`src/rtl/mealy_moore_1011.sv`:
```
// ============================================================================
// mealy_moore_1011
// ----------------------------------------------------------------------------
// Purpose:
//   Two independent overlapping detectors for the serial pattern 1011, one
//   built as a Mealy machine and one as a Moore machine. Both share the same
//   clock, reset and serial input so their outputs can be compared directly.
//
//   Mealy machine: states M0 (idle), M1 ("1"), M2 ("10"), M3 ("101"), 2-bit
//   binary. Its flag is raised in the same cycle the 4th bit is on 'in'.
//
//   Moore machine: states S0..S4, 3-bit binary, S4 meaning "1011 seen". Its
//   flag depends on state only, so it is high for the cycle after the edge
//   that sampled the 4th bit.
//
//   Both detectors allow overlap: the trailing 1 of a match is reused as the
//   leading 1 of the next match (1011011 gives two detections).
//
// Configuration macro:
//   MEALY_REG_OUT_EN - when defined, mealy_out comes from a flop loaded each
//                      edge with (state == M3 && in), which makes it
//                      cycle-identical to moore_out. When undefined (the
//                      default build), mealy_out is purely combinational.
//
// Ports:
//   clk        in  1  clock, all state updates on the rising edge
//   rst        in  1  asynchronous reset, active low (0 = reset, 1 = run)
//   in         in  1  serial data bit, sampled on the rising edge
//   mealy_out  out 1  detection flag from the Mealy machine
//   moore_out  out 1  detection flag from the Moore machine
// ============================================================================
module mealy_moore_1011 (
    input  logic clk,
    input  logic rst,
    input  logic in,
    output logic mealy_out,
    output logic moore_out
);

    // ------------------------------------------------------------------------
    // State encodings
    // ------------------------------------------------------------------------
    typedef enum logic [1:0] {
        M0 = 2'd0,
        M1 = 2'd1,
        M2 = 2'd2,
        M3 = 2'd3
    } mealy_state_e;

    typedef enum logic [2:0] {
        S0 = 3'd0,
        S1 = 3'd1,
        S2 = 3'd2,
        S3 = 3'd3,
        S4 = 3'd4
    } moore_state_e;

    mealy_state_e mealy_state_q;
    mealy_state_e mealy_state_d;
    moore_state_e moore_state_q;
    moore_state_e moore_state_d;

    // Raw Mealy detection term: "101" already seen and the 4th bit is a 1.
    logic mealy_hit;

    // ------------------------------------------------------------------------
    // Mealy machine
    // ------------------------------------------------------------------------
    always_ff @(posedge clk or negedge rst) begin
        if (!rst) begin
            mealy_state_q <= M0;
        end else begin
            mealy_state_q <= mealy_state_d;
        end
    end

    // After a match (M3 with in=1) the trailing 1 is kept by going to M1,
    // which is what gives overlapping detection. M3 with in=0 keeps "10".
    always_comb begin
        mealy_state_d = M0;
        case (mealy_state_q)
            M0:      mealy_state_d = in ? M1 : M0;
            M1:      mealy_state_d = in ? M1 : M2;
            M2:      mealy_state_d = in ? M3 : M0;
            M3:      mealy_state_d = in ? M1 : M2;
            default: mealy_state_d = M0;
        endcase
    end

    assign mealy_hit = (mealy_state_q == M3) && in;

    // ------------------------------------------------------------------------
    // Moore machine
    // ------------------------------------------------------------------------
    always_ff @(posedge clk or negedge rst) begin
        if (!rst) begin
            moore_state_q <= S0;
        end else begin
            moore_state_q <= moore_state_d;
        end
    end

    // S4 behaves like "1" for the overlap case (in=1 -> S1) and like "10"
    // when followed by a 0 (in=0 -> S2). The three unused codes fall through
    // to the default and recover to S0 on the next edge.
    always_comb begin
        moore_state_d = S0;
        case (moore_state_q)
            S0:      moore_state_d = in ? S1 : S0;
            S1:      moore_state_d = in ? S1 : S2;
            S2:      moore_state_d = in ? S3 : S0;
            S3:      moore_state_d = in ? S4 : S2;
            S4:      moore_state_d = in ? S1 : S2;
            default: moore_state_d = S0;
        endcase
    end

    assign moore_out = (moore_state_q == S4);

    // ------------------------------------------------------------------------
    // Mealy output stage
    // ------------------------------------------------------------------------
`ifdef MEALY_REG_OUT_EN
    logic mealy_out_q;
    logic mealy_out_d;

    assign mealy_out_d = mealy_hit;

    // Registering the hit term delays it by exactly one edge, lining it up
    // with the Moore flag and removing the combinational path from 'in'.
    always_ff @(posedge clk or negedge rst) begin
        if (!rst) begin
            mealy_out_q <= 1'b0;
        end else begin
            mealy_out_q <= mealy_out_d;
        end
    end

    assign mealy_out = mealy_out_q;
`else
    assign mealy_out = mealy_hit;
`endif

endmodule

```
`config.mk`:
```
export PLATFORM = sky130hd
export DESIGN_NAME = mealy_moore_1011
export DESIGN_NICKNAME = d
export VERILOG_FILES = /design/src/rtl/mealy_moore_1011.sv
export SDC_FILE = /design/constraint.sdc
export NUM_CORES = 1
export LEC_CHECK = 0
export ABC_AREA = 0
export ABC_CLOCK_PERIOD_IN_PS = 1200
export CAP_MARGIN = 20
export CORE_AREA = 2 2 39 41
export CTS_CLUSTER_DIAMETER = 120
export DETAILED_ROUTE_END_ITERATION = 8
export DIE_AREA = 0 0 41 43
export GPL_TIMING_DRIVEN = 1
export MAX_ROUTING_LAYER = met4
export PLACE_DENSITY = 0.34
export SLEW_MARGIN = 10
export SYNTH_ARGS = -nofsm -noshare
export SYNTH_HDL_FRONTEND = slang
export SYNTH_SLANG_ARGS = --single-unit
```
`constraint.sdc`:
```
create_clock -name clk -period 1.2 [get_ports clk]
set_clock_uncertainty 0.1 [all_clocks]
set_input_delay 0.24 -clock clk [delete_from_list [all_inputs] [get_ports clk]]
set_output_delay 0.24 -clock clk [all_outputs]
set_load 0.01 [all_outputs]
```
==> flow_summary.json <==
{
  "status": "finished with violations",
  "violations": "setup timing",
  "gp_congestion": 0.6287,
  "hpwlAfterDp_um": 387.5,
  "drtAntennaViolNets": 0,
  "drt-pass1-iter-count": 2,
  "period_needed_ns": 1.346,
  "hp-class": "input port to asynchronous set/reset pin",
  "syn_area_um2": 216.5,
  "rrSetupSlack_ns": 0.05,
  "dieArea_mm2": 0.001763,
  "cts_made_buffers": 3,
  "total_leakage_power_nw": 0.1810,
  "num-nets-final": 38,
  "synthArstFlopShare": 1.000,
  "worstSetupPathType": "flop to output pin",
  "dieHeight_um": 43,
  "dpl.cell_count": 42,
  "yosys-top-cells-area": "dfrtp_1, nor3b_2, maj3_1",
  "grt_pass1_vias": 209,
  "ff_latch_area_um2": 125.1,
  "cts-root-buf": "clkbuf_4",
  "routed_wl_um": 570,
  "clkTransAtPathRegs_ns": 0.05,
  "yosysMostFrequentCell": "dfrtp_1",
  "fin_crit_sh": 1.121,
  "fillers": 151,
  "die_w_um": 41,
  "timing.rr.start": "moore_state_q[2]",
  "drv_cap": 0,
  "grtUsageTotal": 0.08884,
  "final_layout_size_suffix_gt1_frac": 0.4118,
  "synthesis.nets": 22,
  "finalNonFillerCells": 50,
  "antenna_found_initial": 0,
  "htreeDepth": 1,
  "viasPerCell": 4.020,
  "cp-start-kind": "flop",
  "final_core_util": 0.2514,
  "max_slew_margin": 0.8282,
  "syn2layout_area_growth_pct": 60.69,
  "ctsLongestPathBuffers": 2,
  "drt-initial-drc-count": 2,
  "clock_sinks": 5,
  "synth_seq_area_share": 0.5780,
  "cp-end-kind": "output pin",
  "ios": 5,
  "yosys.area.top_type_share": 0.5780,
  "grt_overflow": 0,
  "p_per_area_mw_per_mm2": 1336,
  "diodes": 0,
  "cts_tree": "built",
  "yosysWarningCount": 0,
  "ys_types": 14,
  "coreArea_mm2": 0.001384,
  "synth-edff-count": 0,
  "fmax_mhz": 743.1,
  "grt_max_degree": 7,
  "reg2reg_depth": 3,
  "path_max_fanout": 2,
  "initial_core_util": 0.1564,
  "setup_viol": 2,
  "wl_per_cell_um": 11.40,
  "rows": 14,
  "worst_pin_slew_ns": 0.2568,
  "avgSynthCellArea_um2": 11.39,
  "grt_first_pass_wirelength_um": 876,
  "total_power_uw": 464.7,
  "crit_start": "moore_state_q[0]",
  "required_ns": 0.86,
  "drv_slew": 0,
  "hold_viol": 0,
  "synthCells": 19,
  "multiInputGateArea_um2": 80.08,
  "cp_cell_sequence": "nor3b_2 -> buf_2",
  "synth_flop_cell": "dfrtp_1",
  "synthTopCellsByCount": "dfrtp_1, inv_1",
  "critical_path.max_stage_delay_ns": 0.38,
  "synth_seq_cells": 5,
  "drc": 0,
  "vdd_drop_max_mv": 0.5149,
  "arrival_ns": 1.01,
  "synth.largest_area_cell": "dfrtp_1",
  "clock_latency_ns": 0.25,
  "vias": 201,
  "cp_slowest_cell": "dfrtp_1",
  "rsz0062_at_grt": "yes",
  "port_buffers": 4,
  "ctsHoldBuffers": 0,
  "fin_ws_ns": -0.1458
}
==> routing by layer <==
layer  global-route usage  routed length (um)  vias to the layer above
met5                    -                   0                        -
met4              0.04000                   0                        0
met3              0.09424                  39                        0
met2               0.1281                 305                        5
met1              0.06840                 225                      102
li1                     -                   -                       94
==> repair_timing <==
item | CTS | global route
setup endpoints to repair | 2 | 2
pin swaps | 2 | 2
gates resized for setup | 9 | 0
setup buffers | 2 | 2
==> metrics by stage <==
step                      hold WS (ns)  instance area [um^2]  setup WS, ns  setup TNS, ns
after floorplan                -0.1556                 216.5        0.1280              0
after global placement          0.3885                 302.8       -0.5256         -1.099
after detailed placement        0.3880                 302.8       -0.5580         -1.251
after CTS                       0.1169                 332.8       -0.1693        -0.2375
after global routing            0.1223                 347.8       -0.2005        -0.2959
final                           0.1224                 347.8       -0.1458        -0.2108
==> cell usage in the layout, fill, tap and decap left out <==
cell             n
nor3_1           1
inv_1            2
nand2_1          1
nor3b_1          1
clkdlybuf4s50_1  1
maj3_1           1
dfrtp_1          5
nand3b_1         1
and3_1           1
buf_4            8
clkbuf_1         1
nor2_1           1
dlygate4sd2_1    1
o21ai_0          1
nor3b_2          1
buf_2            2
clkbuf_4         3
a211o_1          1
nor4bb_1         1
==> flip-flops by register name (all words and copies together) (netlist names) <==
register,cells
moore_state_q,3
mealy_state_q,2
==> worst max-delay path, delay by kind of cell, from the launching register on <==
| family | cells | cell delay, ns |
|---|---|---|
| buffers and inverters | 1 | 0.16 |
| flip-flops | 1 | 0.38 |
| AND/OR/NAND/NOR | 1 | 0.21 |
==> area by class of cell <==
cell class,instances,share of cell area
Clock buffer,4,0.07554
Sequential cell,5,0.3597
Inverter,2,0.02158
Multi-Input combinational cell,11,0.2302
Tap cell,16,0.05755
Timing Repair Buffer,12,0.2554
==> kinds of logic (layout without fill, tap and decap cells) <==
logic type      Yosys count  in the layout  synth area share
flops                     5              5            0.5780
fa+ha+maj                 1              1           0.04624
compound gates            2              2           0.06357
simple gates              8              8            0.2601
buf+inv                   3             18           0.05202
==> where the power goes <==
part / total, mW / internal (mW) / leakage (nW) / switching [mW]
combinational: 0.0689 / 0.0410 / 0.103 / 0.0279
clock: 0.206 / 0.126 / 0.0150 / 0.0795
sequential: 0.190 / 0.182 / 0.0628 / 0.00788
==> worst paths after layout <==
check,to
max in group asynchronous,moore_state_q[0]
min reg2reg,moore_state_q[2]
max reg2reg,moore_state_q[1]
max,moore_out
min,mealy_state_q[1]
min in group clk,mealy_state_q[0]
Note: power is estimated with default switching activity, not from simulation.
